==> src/rtl/uart_pkg.sv <==
// Shared UART definitions: receiver state encoding and the default frame timing
// that the PISO transmitter and this receiver both build from.
package uart_pkg;

    localparam int UART_CLKS_PER_BIT = 16;
    localparam int UART_DATA_BITS    = 8;

    typedef enum logic [2:0] {
        ST_IDLE      = 3'd0,
        ST_START     = 3'd1,
        ST_DATA      = 3'd2,
        ST_STOP      = 3'd3,
        ST_WAIT_HIGH = 3'd4
    } rx_state_e;

    function automatic logic is_busy(input rx_state_e state);
        return (state != ST_IDLE);
    endfunction

endpackage

==> src/rtl/uart_rx_sipo_if.sv <==
// Receiver-side bundle: serial line in, recovered byte and status strobes out.
interface uart_rx_sipo_if import uart_pkg::*; #(
    parameter int DATA_BITS = UART_DATA_BITS
);

    logic                 SERIAL_IN;
    logic [DATA_BITS-1:0] DATA_OUT;
    logic                 DATA_VALID;
    logic                 FRAME_ERR;
    logic                 BUSY;

    modport slave (
        input  SERIAL_IN,
        output DATA_OUT,
        output DATA_VALID,
        output FRAME_ERR,
        output BUSY
    );

    modport master (
        output SERIAL_IN,
        input  DATA_OUT,
        input  DATA_VALID,
        input  FRAME_ERR,
        input  BUSY
    );

endinterface

==> src/rtl/uart_rx_sipo_sync_2ff.sv <==
// Two-flop synchronizer for asynchronous inputs; synchronous reset loads RESET_VAL
// so an idle-high line does not look like activity coming out of reset.
module sync_2ff #(
    parameter int               WIDTH     = 1,
    parameter logic [WIDTH-1:0] RESET_VAL = {WIDTH{1'b1}}
) (
    input  logic             clk,
    input  logic             srst,
    input  logic [WIDTH-1:0] d,
    output logic [WIDTH-1:0] q
);

    logic [WIDTH-1:0] meta_r;
    logic [WIDTH-1:0] sync_r;

    // metastability stage followed by the stable output stage
    always_ff @(posedge clk) begin
        if (srst) begin
            meta_r <= RESET_VAL;
            sync_r <= RESET_VAL;
        end else begin
            meta_r <= d;
            sync_r <= meta_r;
        end
    end

    assign q = sync_r;

endmodule

==> src/rtl/uart_rx_sipo.sv <==
// UART receiver: mid-bit sampling of start/data/stop, LSB-first byte recovery,
// one-cycle DATA_VALID or FRAME_ERR strobe per frame.
module uart_rx_sipo import uart_pkg::*; #(
    parameter int CLKS_PER_BIT = UART_CLKS_PER_BIT,
    parameter int DATA_BITS    = UART_DATA_BITS
) (
    input  logic          CLK,
    input  logic          CLR,
    uart_rx_sipo_if.slave bus
);

    localparam int CNT_W = $clog2(CLKS_PER_BIT);
    localparam int BIT_W = $clog2(DATA_BITS) + 1;

    localparam logic [CNT_W-1:0] CNT_ZERO = {CNT_W{1'b0}};
    localparam logic [CNT_W-1:0] CNT_ONE  = {{(CNT_W-1){1'b0}}, 1'b1};
    localparam logic [CNT_W-1:0] CNT_HALF = CNT_W'(CLKS_PER_BIT / 2 - 1);
    localparam logic [CNT_W-1:0] CNT_FULL = CNT_W'(CLKS_PER_BIT - 1);
    localparam logic [BIT_W-1:0] BIT_ZERO = {BIT_W{1'b0}};
    localparam logic [BIT_W-1:0] BIT_ONE  = {{(BIT_W-1){1'b0}}, 1'b1};
    localparam logic [BIT_W-1:0] BIT_LAST = BIT_W'(DATA_BITS - 1);

    logic                 rxs_s;
    rx_state_e            state_r;
    rx_state_e            state_next_s;
    logic [CNT_W-1:0]     clk_cnt_r;
    logic [CNT_W-1:0]     clk_cnt_next_s;
    logic [BIT_W-1:0]     bit_idx_r;
    logic [BIT_W-1:0]     bit_idx_next_s;
    logic [DATA_BITS-1:0] shift_r;
    logic [DATA_BITS-1:0] shift_next_s;
    logic [DATA_BITS-1:0] data_r;
    logic [DATA_BITS-1:0] data_next_s;
    logic                 valid_r;
    logic                 valid_next_s;
    logic                 ferr_r;
    logic                 ferr_next_s;
    logic                 busy_r;

    sync_2ff #(
        .WIDTH     (1),
        .RESET_VAL (1'b1)
    ) u_sync_rx (
        .clk  (CLK),
        .srst (CLR),
        .d    (bus.SERIAL_IN),
        .q    (rxs_s)
    );

    // next-state, counter, shift-register and strobe decode
    always_comb begin
        state_next_s   = state_r;
        clk_cnt_next_s = clk_cnt_r;
        bit_idx_next_s = bit_idx_r;
        shift_next_s   = shift_r;
        data_next_s    = data_r;
        valid_next_s   = 1'b0;
        ferr_next_s    = 1'b0;

        case (state_r)
            ST_IDLE: begin
                if (!rxs_s) begin
                    state_next_s   = ST_START;
                    clk_cnt_next_s = CNT_ZERO;
                end else begin
                    state_next_s   = ST_IDLE;
                end
            end

            // a start bit that is no longer low at its midpoint was a glitch
            ST_START: begin
                if (clk_cnt_r == CNT_HALF) begin
                    clk_cnt_next_s = CNT_ZERO;
                    bit_idx_next_s = BIT_ZERO;
                    if (!rxs_s) begin
                        state_next_s = ST_DATA;
                    end else begin
                        state_next_s = ST_IDLE;
                    end
                end else begin
                    clk_cnt_next_s = clk_cnt_r + CNT_ONE;
                end
            end

            // shifting in at the MSB leaves the first received bit at bit 0
            ST_DATA: begin
                if (clk_cnt_r == CNT_FULL) begin
                    clk_cnt_next_s = CNT_ZERO;
                    shift_next_s   = {rxs_s, shift_r[DATA_BITS-1:1]};
                    if (bit_idx_r == BIT_LAST) begin
                        bit_idx_next_s = BIT_ZERO;
                        state_next_s   = ST_STOP;
                    end else begin
                        bit_idx_next_s = bit_idx_r + BIT_ONE;
                    end
                end else begin
                    clk_cnt_next_s = clk_cnt_r + CNT_ONE;
                end
            end

            ST_STOP: begin
                if (clk_cnt_r == CNT_FULL) begin
                    clk_cnt_next_s = CNT_ZERO;
                    if (rxs_s) begin
                        data_next_s  = shift_r;
                        valid_next_s = 1'b1;
                        state_next_s = ST_IDLE;
                    end else begin
                        ferr_next_s  = 1'b1;
                        state_next_s = ST_WAIT_HIGH;
                    end
                end else begin
                    clk_cnt_next_s = clk_cnt_r + CNT_ONE;
                end
            end

            // a held-low line (break) must return high before a new start is accepted
            ST_WAIT_HIGH: begin
                if (rxs_s) begin
                    state_next_s = ST_IDLE;
                end else begin
                    state_next_s = ST_WAIT_HIGH;
                end
            end

            default: begin
                state_next_s   = ST_IDLE;
                clk_cnt_next_s = CNT_ZERO;
                bit_idx_next_s = BIT_ZERO;
            end
        endcase
    end

    // state and output registers; CLR overrides everything including mid-frame
    always_ff @(posedge CLK) begin
        if (CLR) begin
            state_r   <= ST_IDLE;
            clk_cnt_r <= CNT_ZERO;
            bit_idx_r <= BIT_ZERO;
            shift_r   <= {DATA_BITS{1'b0}};
            data_r    <= {DATA_BITS{1'b0}};
            valid_r   <= 1'b0;
            ferr_r    <= 1'b0;
            busy_r    <= 1'b0;
        end else begin
            state_r   <= state_next_s;
            clk_cnt_r <= clk_cnt_next_s;
            bit_idx_r <= bit_idx_next_s;
            shift_r   <= shift_next_s;
            data_r    <= data_next_s;
            valid_r   <= valid_next_s;
            ferr_r    <= ferr_next_s;
            busy_r    <= is_busy(state_next_s);
        end
    end

    assign bus.DATA_OUT   = data_r;
    assign bus.DATA_VALID = valid_r;
    assign bus.FRAME_ERR  = ferr_r;
    assign bus.BUSY       = busy_r;

endmodule

==> src/flat_wrapper.sv <==
// flat-port wrapper written by rule: the top's interface ports become plain ports
module uart_rx_sipo_flat import uart_pkg::*;
#(
    parameter int CLKS_PER_BIT = UART_CLKS_PER_BIT,
    parameter int DATA_BITS    = UART_DATA_BITS
)
  (CLK, CLR, bus_SERIAL_IN, bus_DATA_OUT, bus_DATA_VALID, bus_FRAME_ERR, bus_BUSY);
  uart_rx_sipo_if #(.DATA_BITS(DATA_BITS)) bus_i ();
  input  logic CLK;
  input  logic CLR;
  input wire logic [$bits(bus_i.SERIAL_IN)-1:0] bus_SERIAL_IN;
  output wire logic [$bits(bus_i.DATA_OUT)-1:0] bus_DATA_OUT;
  output wire logic [$bits(bus_i.DATA_VALID)-1:0] bus_DATA_VALID;
  output wire logic [$bits(bus_i.FRAME_ERR)-1:0] bus_FRAME_ERR;
  output wire logic [$bits(bus_i.BUSY)-1:0] bus_BUSY;
  assign bus_i.SERIAL_IN = bus_SERIAL_IN;
  assign bus_DATA_OUT = bus_i.DATA_OUT;
  assign bus_DATA_VALID = bus_i.DATA_VALID;
  assign bus_FRAME_ERR = bus_i.FRAME_ERR;
  assign bus_BUSY = bus_i.BUSY;
  uart_rx_sipo #(.CLKS_PER_BIT(CLKS_PER_BIT), .DATA_BITS(DATA_BITS)) u_core (.CLK(CLK), .CLR(CLR), .bus(bus_i));
endmodule
==> config.mk <==
export PLATFORM = sky130hd
export DESIGN_NAME = uart_rx_sipo_flat
export DESIGN_NICKNAME = d
export VERILOG_FILES = /design/src/rtl/uart_pkg.sv /design/src/rtl/uart_rx_sipo_if.sv /design/src/rtl/uart_rx_sipo_sync_2ff.sv /design/src/rtl/uart_rx_sipo.sv /design/src/flat_wrapper.sv
export SDC_FILE = /design/constraint.sdc
export NUM_CORES = 1
export LEC_CHECK = 0
export BUFFER_PORTS_ARGS = -buffer_cell sky130_fd_sc_hd__buf_2
export CORE_AREA = 2 2 61 63
export CTS_BUF_LIST = sky130_fd_sc_hd__clkbuf_2
export DETAILED_ROUTE_END_ITERATION = 8
export DIE_AREA = 0 0 63 65
export SLEW_MARGIN = 15
export SYNTH_ARGS = -nofsm -noshare
export SYNTH_HDL_FRONTEND = slang
export SYNTH_SLANG_ARGS = --single-unit
==> constraint.sdc <==
create_clock -name CLK -period 2.31 [get_ports CLK]
set_input_delay 0.462 -clock CLK [delete_from_list [all_inputs] [get_ports CLK]]
set_output_delay 0.462 -clock CLK [all_outputs]
set_load 0.02 [all_outputs]
==> results.tsv, run 1 <==
stage	metric	value	unit
run_status	status	completed	
routing	Vias	1022	
power_and_ir_drop	combinational share of power	3.0	%
clock_network	hold buffer count at CTS	0	
finish	Nets	162	
power_and_ir_drop	Power Dens Cells	592.7	mW/mm^2
clock_network	CTS Sinks	32	
floorplanning	row count	22	
timing	final worst-path cycle share	77.76	%
routing	ANT nets after route	0	
synth	post-synth cell types	37	
finish	multi-input logic area	634.4	sq um
finish	area taken by flip-flops and latches	640.6	sq um
floorplanning	Core Region	0.003496	sq mm
routing	DRT Pass-1 Iters	4	
timing	Worst slew margin	62.46	%
placed_design	PortBufs	13	
setup_path	Worst setup EP type	register	
power_and_ir_drop	clock power share	31.5	%
timing	setup TNS	0	ps
synth	yosys warns	0	
clock_network	clock-pin slew on the worst setup and hold paths	160	ps
clock_network	post_cts resized	0	
routing	DR iter-0 viols	32	
synth	FFs w/ async S/R, synth	0	%
finish	area delta synth->final	8.946	%
global_route	initial antenna violation count	0	
timing	Tmin final	1796	ps
synth	Seq/Total Area, Yosys	48.21	%
setup_path	CP Buf/Inv Count	0	
routing	drt via density	4.961	
setup_path	reg2reg start	u_core.clk_cnt_r[0]	
synth	register bit total from synthesis	32	
setup_path	Crit path largest cell delay	440	ps
timing	achievable frequency	556.7	MHz
clock_network	CTS tree	built	
synth	most common cell in the synthesized netlist	dfxtp_1	
power_and_ir_drop	Pleak	0.5942	nW
global_route	first-pass GRT wire length	4.250	mm
clock_network	CTS buffer count	5	
clock_network	Max clock buf depth	2	
global_route	pin count of the biggest net entering global routing	32	
timing	worst slew pin tran	561.6	ps
power_and_ir_drop	peak supply drop	0.0002578	V
floorplanning	die height	65	microns
setup_path	reg-to-reg slack, setup	510	ps
synth	Post-Syn Area	0.001329	sq mm
synth	syn_area_per_cell	9.164	sq um
floorplanning	DIE AREA	0.004095	sq mm
power_and_ir_drop	sequential power share	65.5	%
routing	final WL	2.321	mm
routing	# DRC	0	
global_route	GRT overflow	0	
clock_network	H-Tree Level Count	2	
floorplanning	Initial Util	38.01	%
setup_path	CP max stage cell	nand3_1	
placed_design	Cells after DPL	198	
synth	Main synth FF type	dfxtp_1	
synth	area leader, netlist	dfxtp_1	
finish	Inserted Diodes	0	
timing	final hold viol count	0	
power_and_ir_drop	Power Internal	0.6393	mW
hold_path	Hold Path Class	primary input to register	
routing	wire per inst	11.27	microns
finish	FILL cells	375	
global_route	All-Layer GR Usage	13.72	%
clock_network	postcts setup bufs	0	
setup_path	CP arrival	2050	ps
setup_path	Crit. Startpoint	u_core.clk_cnt_r[0]	
placed_design	Placer Congestion	0.7626	
placed_design	placement-stage cell area	0.001404	sq mm
power_and_ir_drop	total power draw	0.8581	mW
finish	design area	0.001448	sq mm
floorplanning	Die Wd	63	microns
finish	share of cells above drive strength 1	18.35	%
synth	Area contributors post-synth	dfxtp_1 48%, mux2i_1 6.8%, nand2_1 5.9%, a21oi_1 5.6%, nor2_1 4.2%	
setup_path	CP delay by family, top	simple AND/OR/NAND/NOR gates	
timing	clk_skew	23.11	ps
finish	Final Util	41.41	%
synth	Mapped Nets	150	
setup_path	Critical Path, Cell by Cell	ha_1, and3_1, nand3_1, mux2i_1, nor2_1	
clock_network	CTS root buf	clkbuf_2	
setup_path	Startpoint Class	register	
flow_run	# Max-Cap Violations	0	
floorplanning	IO Count	14	
synth	Post-synth top cells	32 x dfxtp_1, 21 x nand2_1, 15 x a21oi_1, 15 x nor2_1, 9 x mux2i_1	
clock_network	Skew-Pair Late Insertion Delay	380	ps
synth	share of the synthesized area in the top cell type	48.21	%
setup_path	CP Class	register to register	
hold_path	Hold Crit Start	bus_SERIAL_IN	
power_and_ir_drop	Net Sw Power	0.2188	mW
global_route	vias in the first global route	962	
setup_path	required time of the critical path	2560	ps
synth	Post-Synthesis Cells	145	
timing	# setup viols final	0	
finish	Non-Filler Instances	206	
timing	RSZ-0062 raised after global routing	false	
power_and_ir_drop	sw frac	25.50	%
timing	count of final max-slew check failures	0	
placed_design	hpwl dp	1.576	mm
synth	EDFF count, synth	0	
setup_path	crit-path max FO	9	
[cells by family after synthesis]
kind of cell / Yosys count / share of synthesized area, %
AO/OA/AOI/OAI: 29 / 14.41
XOR/XNOR: 2 / 1.319
adder cells (fa/ha/maj): 2 / 1.883
buffers and inverters: 9 / 4.048
flip-flops: 32 / 48.21
multiplexers: 9 / 6.780
AND/OR/NAND/NOR: 62 / 23.35
[cell type report]
type                            instances  area share, %
Clock buffer                            5          1.729
Clock inverter                          3          1.296
Inverter                                1         0.2593
Multi-Input combinational cell        104          43.82
Sequential cell                        32          44.25
Tap cell                               48          4.149
Timing Repair Buffer                   13          4.494
[cells in the final DEF (no fill, tap or decap), drive strengths merged, types with 3 or more instances in the layout]
master	instances
dfxtp	32
nand2	22
nor2	16
a21oi	15
buf	13
mux2i	9
clkbuf	5
nand3	4
and3	3
nand2b	3
o21ai	3
or3	3
a311oi	3
clkinv	3
[power groups by stage]
| stage | Sequential (mW) | Clock, mW | Combinational (mW) |
|---|---|---|---|
| after floorplan | 0.574 | 0 | 0.0187 |
| after global placement | 0.574 | 0 | 0.0262 |
| after detailed placement | 0.573 | 0 | 0.0265 |
| after CTS | 0.562 | 0.283 | 0.0265 |
| after global routing | 0.563 | 0.310 | 0.0299 |
| final | 0.562 | 0.270 | 0.0260 |
[worst paths after layout]
kind / endpoint / cells past startpoint
setup / recovery: u_core.bus.DATA_OUT[0] / 5
hold / removal: u_core.u_sync_rx.meta_r / 2
setup reg to reg: u_core.bus.DATA_OUT[0] / 5
hold reg to reg: u_core.u_sync_rx.q / 1
[stage by stage]
step	setup WS (ps)	hold slack, ps
floorplan	789.7	389.5
global placement	586.8	391.3
detailed placement	501.5	393.3
CTS	489.7	244.0
global route	310.9	221.9
finish	513.7	267.6
[state kept, by name, summed over array words and instances (netlist names)]
| register | flops |
|---|---|
| u_core.bus.DATA_OUT | 8 |
| u_core.shift_r | 8 |
| u_core.bit_idx_r | 4 |
| u_core.clk_cnt_r | 4 |
| u_core.state_r | 3 |
| u_core.bus.BUSY | 1 |
| u_core.bus.DATA_VALID | 1 |
| u_core.bus.FRAME_ERR | 1 |
| u_core.u_sync_rx.meta_r | 1 |
| u_core.u_sync_rx.q | 1 |
[routing by layer]
metal  wire length [microns]  vias up  track usage (%)
li1                        -      531                -
met3                      92        4            6.944
met2                    1037       16            21.14
met5                       0        -                0
met1                    1147      471            15.72
met4                      44        0            6.667
(Power assumes the default switching activity.)
==> run 2, diff against run 1 <==
- clock period: 2.31 -> 1.5 ns (I/O delays scaled with it)
==> run 2 against run 1 <==
Compared with the run above:
- die area unchanged
- clock power up 55%
- sequential share of layout area down 4.1 points
- design area up 11%
- clock-buffer cell count up 1
- routed wire length up 13%
- clock skew down 12 ps
- first-iteration DRC count up 16%
- combinational power up 110%
- sequential power up 54%
- flip-flop and latch count unchanged
- cell count up 6.3%
- critical path type unchanged
- largest cell class is now multi-input combinational cells
- largest power group unchanged
- highest routed layer unchanged
==> results.tsv, run 2 (synthesis gave the netlist of run 1 again) <==
stage	metric	value	unit	change
run_status	status	completed		
floorplanning	Core Region	0.003496	sq mm	unchanged
finish	area delta synth->final	21.09	%	
floorplanning	IO Count	14		unchanged
timing	count of final max-slew check failures	0		unchanged
clock_network	CTS Sinks	32		unchanged
global_route	GR met1 Demand/Resource	15.82	%	+0.11 points
placed_design	PortBufs	13		unchanged
floorplanning	Die Wd	63	microns	unchanged
finish	Inserted Diodes	0		unchanged
global_route	grt met2 use	23.80	%	+2.7 points
power_and_ir_drop	peak supply drop	0.0003663	V	+42%
clock_network	Max clock buf depth	2		unchanged
clock_network	hold buffer count at CTS	0		unchanged
setup_path	CP arrival	1750	ps	-300 ps
setup_path	Crit. Startpoint	u_core.bit_idx_r[0]		
power_and_ir_drop	Pleak	0.6629	nW	+12%
setup_path	reg2reg start	u_core.bit_idx_r[0]		
setup_path	Startpoint Class	register		
finish	area taken by flip-flops and latches	645.6	sq um	+0.78%
global_route	GRT overflow	0		unchanged
global_route	pin count of the biggest net entering global routing	22		-31%
routing	Vias	1090		+6.7%
clock_network	Skew-Pair Late Insertion Delay	370	ps	about the same
routing	DRT Pass-1 Iters	4		unchanged
finish	Nets	175		+8.0%
clock_network	CTS buffer count	5		unchanged
clock_network	CTS tree	built		
clock_network	postcts setup bufs	0		unchanged
setup_path	FF-to-FF path depth	5		unchanged
placed_design	Placer Congestion	0.8030		+5.3%
routing	DR iter-0 viols	37		+16%
global_route	global routing's busiest layer	met2		
finish	share of cells above drive strength 1	29.82	%	+11 points
timing	hold_ws	107.5	ps	-160.1 ps
clock_network	CTS root buf	clkbuf_2		
timing	# setup viols final	0		unchanged
routing	final WL	2.616	mm	+13%
setup_path	crit-path max FO	4		-5
routing	ANT nets after route	0		unchanged
routing	# DRC	0		unchanged
timing	achievable frequency	677.9	MHz	+22%
placed_design	placement-stage cell area	0.001514	sq mm	+7.8%
clock_network	H-Tree Level Count	2		unchanged
finish	FILL cells	365		-2.7%
timing	Tmin final	1475	ps	-321.2 ps
global_route	GR Util met3	5.208	%	-1.7 points
finish	multi-input logic area	683.2	sq um	+7.7%
finish	Non-Filler Instances	219		+6.3%
setup_path	CP Class	register to register		
hold_path	Hold Path Class	primary input to register		
placed_design	Cells after DPL	211		+6.6%
flow_run	# Max-Cap Violations	0		unchanged
floorplanning	DIE AREA	0.004095	sq mm	unchanged
clock_network	clock-pin slew on the worst setup and hold paths	160	ps	about the same
global_route	All-Layer GR Usage	14.02	%	+0.30 points
routing	drt via density	4.977		+0.32%
floorplanning	row count	22		unchanged
finish	commonest non-fill, non-tap cells in the layout	28 x dfxtp_1, 21 x nand2_1, 15 x nor2_1		
routing	wire per inst	11.95	microns	+6.0%
setup_path	reg2reg end	u_core.bus.BUSY		
timing	Worst slew margin	70.78	%	+8.3 points
timing	worst slew pin tran	437.8	ps	-123.7 ps
global_route	first-pass GRT wire length	4.485	mm	+5.5%
hold_path	Cells on Worst Hold Path	2		unchanged
global_route	initial antenna violation count	0		unchanged
timing	final worst-path cycle share	98.34	%	+21 points
finish	commonest non-fill, non-tap cell in the layout	dfxtp_1		
setup_path	critical path endpoint	u_core.bus.BUSY		
setup_path	reg-to-reg slack, setup	20	ps	-490 ps
setup_path	Worst setup EP type	register		
timing	clk_skew	11.26	ps	-11.85 ps
power_and_ir_drop	Power Dens Cells	832.5	mW/mm^2	+40%
placed_design	hpwl dp	1.822	mm	+16%
floorplanning	die height	65	microns	unchanged
global_route	vias in the first global route	1001		+4.1%
finish	Final Util	46.03	%	+4.6 points
floorplanning	Initial Util	38.01	%	unchanged
setup_path	required time of the critical path	1770	ps	-790 ps
timing	RSZ-0062 raised after global routing	true		
timing	final hold viol count	0		unchanged
finish	design area	0.001609	sq mm	+11%
==> run 2: cell count changes in the layout (fill, tap and decap cells not counted), sizes merged <==
cell | previous run | this run
buf | 13 | 26
clkbuf | 5 | 6
clkinv | 3 | 1
clkinvlp | 0 | 1
==> run 2: final cells by class <==
class | count | area share (%)
clock inverters | 2 | 0.6998
well taps | 48 | 3.733
flip-flops and latches | 32 | 40.12
repair buffers | 26 | 10.89
multi-input cells | 104 | 42.46
clock buffers | 6 | 1.866
inverters | 1 | 0.2333
==> run 2: worst min path at each step <==
stage | startpoint | to | slack, ps
2_1_floorplan | CLR | u_core.state_r[0] | 370
3_3_place_gp | u_core.u_sync_rx.meta_r | u_core.u_sync_rx.q | 400
3_5_place_dp | u_core.u_sync_rx.meta_r | u_core.u_sync_rx.q | 400
4_1_cts | bus_SERIAL_IN | u_core.u_sync_rx.meta_r | 80
5_1_grt | bus_SERIAL_IN | u_core.u_sync_rx.meta_r | 60
6_report | bus_SERIAL_IN | u_core.u_sync_rx.meta_r | 110
==> run 2: layer usage <==
metal / up-vias / wire length [microns]
met5: - / 0
met4: 0 / 41
met3: 6 / 84
met2: 12 / 1264
met1: 516 / 1226
li1: 556 / -
==> run 2: report_power, final <==
group	internal (mW)	switching [mW]	leakage [nW]
Sequential	0.858	0.00647	0.260
Combinational	0.0227	0.0330	0.376
Clock	0.117	0.302	0.0266
==> run 2: timing repair <==
item,4_1_cts,5_1_grt
pin swaps,0,1
resized for setup,4,10
gates cloned,0,0
setup endpoints to repair,10,23
==> run 2: through the flow <==
step	total power, mW	worst slack, ps	setup TNS (ps)
after floorplan	0.9124	11.87	0
after global placement	0.9324	32.68	0
after detailed placement	0.9340	-16.34	-18.64
after CTS	1.347	4.283	0
after global routing	1.406	-75.89	-242.0
final	1.340	24.89	0
==> run 2: critical path, cell delays in order (launching register included) <==
cell and delay [ps]:
dfxtp_2 370, ha_1 220, and3b_1 220, nand3_1 120, a311oi_2 110, or3_1 350
